### config.mk
export PLATFORM = sky130hd
export DESIGN_NAME = qdec_updown_counter_flat
export DESIGN_NICKNAME = d
export VERILOG_FILES = /design/src/rtl/qdec_updown_counter_if.sv /design/src/rtl/qdec_updown_counter.sv /design/src/flat_wrapper.sv
export SDC_FILE = /design/constraint.sdc
export NUM_CORES = 1
export LEC_CHECK = 0
export CAP_MARGIN = 10
export CORE_MARGIN = 10
export CORE_UTILIZATION = 47
export DETAILED_ROUTE_END_ITERATION = 7
export GPL_TIMING_DRIVEN = 0
export PLACE_DENSITY = 0.74
export SYNTH_ARGS = -nofsm -noshare
export SYNTH_HDL_FRONTEND = slang
export SYNTH_SLANG_ARGS = --single-unit
### constraint.sdc
create_clock -name clk -period 2.25 [get_ports clk]
set_input_delay 0.45 -clock clk [delete_from_list [all_inputs] [get_ports clk]]
set_output_delay 0.45 -clock clk [all_outputs]
set_load 0.01 [all_outputs]
### src/rtl/qdec_updown_counter_if.sv
// Pin bundle between a quadrature phase source and the decoder/counter.
// The master drives phases and controls; the slave returns the registered position and status.
interface qdec_updown_counter_if #(
    parameter int WIDTH = 8
);
    logic             en;
    logic             clr;
    logic             a_in;
    logic             b_in;
    logic             idx_in;
    logic [WIDTH-1:0] count;
    logic             dir;
    logic             step;
    logic             wrap;
    logic             err;

    modport master (
        output en, clr, a_in, b_in, idx_in,
        input  count, dir, step, wrap, err
    );

    modport slave (
        input  en, clr, a_in, b_in, idx_in,
        output count, dir, step, wrap, err
    );
endinterface

### src/rtl/qdec_updown_counter.sv
// Quadrature decoder with a wrapping up/down position counter, synchronous to clk.
// Optional index-pulse clear is compiled in when QDEC_INDEX_EN is defined.
module qdec_updown_counter #(
    parameter int WIDTH       = 8,
    parameter int SYNC_STAGES = 2
) (
    input logic                  clk,
    input logic                  rst,
    qdec_updown_counter_if.slave bus
);
    localparam logic [WIDTH-1:0] ONE = WIDTH'(1);

    logic [SYNC_STAGES-1:0] a_sync;
    logic [SYNC_STAGES-1:0] b_sync;
    logic [SYNC_STAGES-1:0] vld_sync;
    logic [1:0]             ab_s;
    logic [1:0]             ab_p;
    logic                   primed;
    logic [WIDTH-1:0]       count_q;
    logic                   dir_q;
    logic                   step_q;
    logic                   wrap_q;
    logic                   err_q;
    logic                   moved;
    logic                   illegal;
    logic                   up;
    logic                   idx_rise;

    assign ab_s = {a_sync[SYNC_STAGES-1], b_sync[SYNC_STAGES-1]};

    // vld_sync tracks which synchroniser stages hold real samples rather than
    // reset zeros, so priming never compares against a stale 00.
    always_ff @(posedge clk or posedge rst) begin
        if (rst) begin
            a_sync   <= '0;
            b_sync   <= '0;
            vld_sync <= '0;
        end else begin
            a_sync   <= {a_sync[SYNC_STAGES-2:0], bus.a_in};
            b_sync   <= {b_sync[SYNC_STAGES-2:0], bus.b_in};
            vld_sync <= {vld_sync[SYNC_STAGES-2:0], 1'b1};
        end
    end

`ifdef QDEC_INDEX_EN
    logic [SYNC_STAGES-1:0] idx_sync;
    logic                   idx_p;

    always_ff @(posedge clk or posedge rst) begin
        if (rst) begin
            idx_sync <= '0;
            idx_p    <= 1'b0;
        end else begin
            idx_sync <= {idx_sync[SYNC_STAGES-2:0], bus.idx_in};
            idx_p    <= idx_sync[SYNC_STAGES-1];
        end
    end

    assign idx_rise = idx_sync[SYNC_STAGES-1] & ~idx_p;
`else
    logic unused_idx;
    assign unused_idx = bus.idx_in;
    assign idx_rise   = 1'b0;
`endif

    // Moving A to differ from the old B is the A-leads (up) direction.
    assign up = ab_s[1] ^ ab_p[0];

    always_comb begin
        moved   = 1'b0;
        illegal = 1'b0;
        if (primed && (ab_s != ab_p)) begin
            if ((ab_s[1] != ab_p[1]) && (ab_s[0] != ab_p[0])) begin
                illegal = 1'b1;
            end else begin
                moved = 1'b1;
            end
        end
    end

    always_ff @(posedge clk or posedge rst) begin
        if (rst) begin
            ab_p    <= 2'b00;
            primed  <= 1'b0;
            count_q <= '0;
            dir_q   <= 1'b1;
            step_q  <= 1'b0;
            wrap_q  <= 1'b0;
            err_q   <= 1'b0;
        end else begin
            ab_p   <= ab_s;
            primed <= vld_sync[SYNC_STAGES-1];
            step_q <= 1'b0;
            wrap_q <= 1'b0;
            if (bus.clr) begin
                count_q <= '0;
                err_q   <= 1'b0;
            end else begin
                if (bus.en && illegal) begin
                    err_q <= 1'b1;
                end
                if (idx_rise) begin
                    count_q <= '0;
                end else if (bus.en && moved) begin
                    dir_q  <= up;
                    step_q <= 1'b1;
                    if (up) begin
                        count_q <= count_q + ONE;
                        wrap_q  <= (count_q == '1);
                    end else begin
                        count_q <= count_q - ONE;
                        wrap_q  <= (count_q == '0);
                    end
                end
            end
        end
    end

    assign bus.count = count_q;
    assign bus.dir   = dir_q;
    assign bus.step  = step_q;
    assign bus.wrap  = wrap_q;
    assign bus.err   = err_q;
endmodule

### src/flat_wrapper.sv
// flat-port wrapper written by rule: the top's interface ports become plain ports
module qdec_updown_counter_flat 
#(
    parameter int WIDTH       = 8,
    parameter int SYNC_STAGES = 2
)
  (clk, rst, bus_en, bus_clr, bus_a_in, bus_b_in, bus_idx_in, bus_count, bus_dir, bus_step, bus_wrap, bus_err);
  qdec_updown_counter_if #(.WIDTH(WIDTH)) bus_i ();
  input logic clk;
  input logic rst;
  input wire logic [$bits(bus_i.en)-1:0] bus_en;
  input wire logic [$bits(bus_i.clr)-1:0] bus_clr;
  input wire logic [$bits(bus_i.a_in)-1:0] bus_a_in;
  input wire logic [$bits(bus_i.b_in)-1:0] bus_b_in;
  input wire logic [$bits(bus_i.idx_in)-1:0] bus_idx_in;
  output wire logic [$bits(bus_i.count)-1:0] bus_count;
  output wire logic [$bits(bus_i.dir)-1:0] bus_dir;
  output wire logic [$bits(bus_i.step)-1:0] bus_step;
  output wire logic [$bits(bus_i.wrap)-1:0] bus_wrap;
  output wire logic [$bits(bus_i.err)-1:0] bus_err;
  assign bus_i.en = bus_en;
  assign bus_i.clr = bus_clr;
  assign bus_i.a_in = bus_a_in;
  assign bus_i.b_in = bus_b_in;
  assign bus_i.idx_in = bus_idx_in;
  assign bus_count = bus_i.count;
  assign bus_dir = bus_i.dir;
  assign bus_step = bus_i.step;
  assign bus_wrap = bus_i.wrap;
  assign bus_err = bus_i.err;
  qdec_updown_counter #(.WIDTH(WIDTH), .SYNC_STAGES(SYNC_STAGES)) u_core (.clk(clk), .rst(rst), .bus(bus_i));
endmodule
==> flow_metrics.tcl <==
set metrics [dict create \
    whs_ns 0.3634 \
    antenna_left 0 \
    areaGrowthSynthToFinish_pct 28.98 \
    power_leakage_nw 0.5928 \
    syn_avg_cell_area_um2 9.354 \
    cts_hold_buffers 0 \
    cts_tree "done" \
    synth_warnings 0 \
    vias_per_cell 5.762 \
    gr-total-overflow 0 \
    final_hold_viol_count 0 \
    setup_viol 0 \
    start_util 0.4846 \
    setup_slack_ns 0.05310 \
    dp_hpwl_um 1993 \
    hold_path.class "flip-flop to flip-flop" \
    ioPinCount 19 \
    rsz0062_at_grt "yes" \
    fp.coreArea_mm2 0.002432 \
    reg2reg_depth 9 \
    numCtsBuffers 3 \
    vias 1043 \
    period_share 0.9764 \
    max-cap-violations 0 \
    clock.fmax_mhz 455.2 \
    timing.rr.end "u_core.bus.count[4]" \
    diodes 0 \
    dr.pass1.iters 4 \
    dpl_worst_slack_ns -0.2120 \
    cp-end-kind "flip-flop" \
    fin_nets 163 \
    peakVddDrop_uv 487.9 \
    yosysSeqAreaShare 0.4469 \
    multi_input_area_um2 656.9 \
    wirelength_um 2839 \
    tightest_slew_ns 0.7917 \
    fin_crit_ns 2.197 \
    place.gp.congestion 0.8366 \
    synth_ff_type "dfrtp_1" \
    synthArstFlopShare 1.000 \
    synth_cell_types 36 \
    antenna_found_initial 0 \
    r2r_slack_ns 0.05 \
    status "completed" \
    crit_end "u_core.bus.count[4]" \
    die_w_um 70.08 \
    n_fill_cell 221 \
    synth_edf_count 0 \
    clockBufferDepth 2 \
    reg2reg_from "u_core.ab_p[0]" \
    drt-initial-drc-count 89 \
    drc_errors 0 \
    critPathArrivalTime_ns 2.43 \
    ys_ff_latch 21 \
    rows 18 \
    place_inst 172 \
    finClkSkew_ns 0.01094 \
    startpoint_type "flip-flop" \
    final_cells 181 \
    drv_slew 0 \
    grt_usage 0.1145 \
    grt_max_degree 22 \
    cts.sinks 21 \
    pwr_density_cell_mw_per_mm2 609.0 \
    grt_pass1_vias 1061 \
    ff_latch_area_um2 526.8 \
    grt_pass1_wl_um 4843 \
    h-tree-depth 1 \
    cp-startpoint "u_core.ab_p[0]" \
    slew_headroom 0.4716 \
    die_h_um 70.08 \
    worstSkewPairLatency_ns 0.30 \
    wl_per_cell_um 15.69 \
    syn-cell-area_mm2 0.001179 \
    die_area_mm2 0.004911 \
    cp_max_fo 5 \
    syn-instance-count 126 \
    placement.io_buffers 16 \
    synth_fp_nets 137 \
    cts_root_buf "clkbuf_4" \
    clkTransAtPathRegs_ns 0.13 \
    timing.critical_path.required_ns 2.48 \
    path_class "flip-flop to flip-flop" \
    drive_gt1_frac 0.2053 \
]
==> synthesized netlist by cell type (4+ instances only) <==
library cell	n	area share
nor3_1	6	0.025
a21oi_1	7	0.030
ha_1	4	0.042
xnor2_1	5	0.037
nor4_1	6	0.032
nand2_1	10	0.032
dfrtp_1	20	0.42
nor2_1	17	0.054
clkbuf_1	7	0.022
==> kinds of logic (layout without fill, tap and decap cells) <==
logic type                 count (synthesis)  count (layout)  share of synthesized area
and+or+nand+nor                           52              52                     0.2145
AOI/OAI and AO/OA                         21              21                     0.1136
DFF                                       21              21                     0.4469
buffers and inverters                     13              38                    0.04884
xor gates and xnor gates                   9               9                    0.08599
adders and majority gates                  5               5                    0.05096
muxes                                      4               4                    0.03609
other                                      1               1                   0.003182
==> worst min path at each step <==
stage	start	end	slack, ns	cells after the start
after floorplan	u_core.a_sync[0]	u_core.a_sync[1]	0.33	0
after global placement	u_core.vld_sync[1]	u_core.primed	0.33	0
after detailed placement	u_core.b_sync[0]	u_core.b_sync[1]	0.34	0
after CTS	u_core.vld_sync[1]	u_core.primed	0.37	0
after global routing	u_core.vld_sync[1]	u_core.primed	0.38	0
final	u_core.vld_sync[1]	u_core.primed	0.36	0
==> area by class of cell <==
cell class | instances | area share
inverter | 3 | 0.01070
sequential | 21 | 0.3465
buffer | 7 | 0.02305
clock inverter | 1 | 0.003292
multi-input combinational | 92 | 0.4321
clock buffer | 3 | 0.01481
timing repair buffer | 24 | 0.1449
tap | 30 | 0.02469
==> state kept, by name, summed over array words and instances (netlist names) <==
name,cells
u_core.bus.count,8
u_core.a_sync,2
u_core.ab_p,2
u_core.b_sync,2
u_core.vld_sync,2
u_core.bus.dir,1
u_core.bus.err,1
u_core.bus.step,1
u_core.bus.wrap,1
u_core.primed,1
==> cell usage in the layout (no fill, tap or decap), types with 2 or more instances in the layout <==
cell / synthesis / final
or3_1: 3 / 2
inv_1: 2 / 2
nand3_1: 2 / 2
nand2_1: 10 / 10
o211ai_1: 3 / 3
o21ai_0: 3 / 3
nor3_1: 6 / 6
xnor2_1: 5 / 5
nor4_1: 6 / 5
a21oi_2: 0 / 3
nand4_1: 2 / 2
ha_4: 0 / 3
buf_4: 0 / 8
dfrtp_1: 20 / 20
a211oi_1: 3 / 3
a31oi_1: 2 / 2
nor2_1: 17 / 17
clkdlybuf4s50_1: 0 / 16
clkbuf_4: 0 / 3
xnor2_2: 2 / 2
mux2i_1: 2 / 2
a21oi_1: 7 / 4
clkbuf_1: 7 / 5
mux2_2: 2 / 2
==> metrics by stage <==
stage          utilization  area, um^2  TNS [ns]  total power [mW]
2_1_floorplan            -        1179         0            0.6081
3_3_place_gp        0.5658        1376   -0.2318            0.6885
3_5_place_dp        0.5658        1376   -0.4741            0.6984
4_1_cts             0.5880        1430         0            0.8884
5_1_grt             0.6250        1520  -0.08667            0.9777
6_report            0.6250        1520         0            0.9258
==> metal layers <==
metal	track usage	share of wire	vias to the layer above
met5	0	0	-
met4	0.03728	0.0046	0
met3	0.02260	0.066	2
met2	0.2044	0.52	31
met1	0.1320	0.41	515
li1	-	-	495
==> critical path, stage by stage (launching register included) <==
cell     delay (ns)
dfrtp_1        0.43
xor2_2         0.21
buf_6          0.13
xnor2_1        0.12
ha_2           0.23
or3_4          0.33
a21oi_2        0.14
a21oi_2        0.07
or3_1          0.35
a21oi_2        0.13
==> power breakdown <==
| group | leakage [nW] | internal [mW] | switching, mW | total, mW |
|---|---|---|---|---|
| Combinational | 0.309 | 0.152 | 0.154 | 0.306 |
| Sequential | 0.266 | 0.410 | 0.0263 | 0.436 |
| Clock | 0.0177 | 0.0662 | 0.117 | 0.184 |
| Total | 0.593 | 0.629 | 0.297 | 0.926 |
==> repair_timing <==
item | 4_1_cts | 5_1_grt
resized for setup | 3 | 12
pin swaps | 1 | 8
setup endpoints to repair | 5 | 4
setup buffers | 3 | 5
Note: power is estimated with default switching activity, not from simulation.
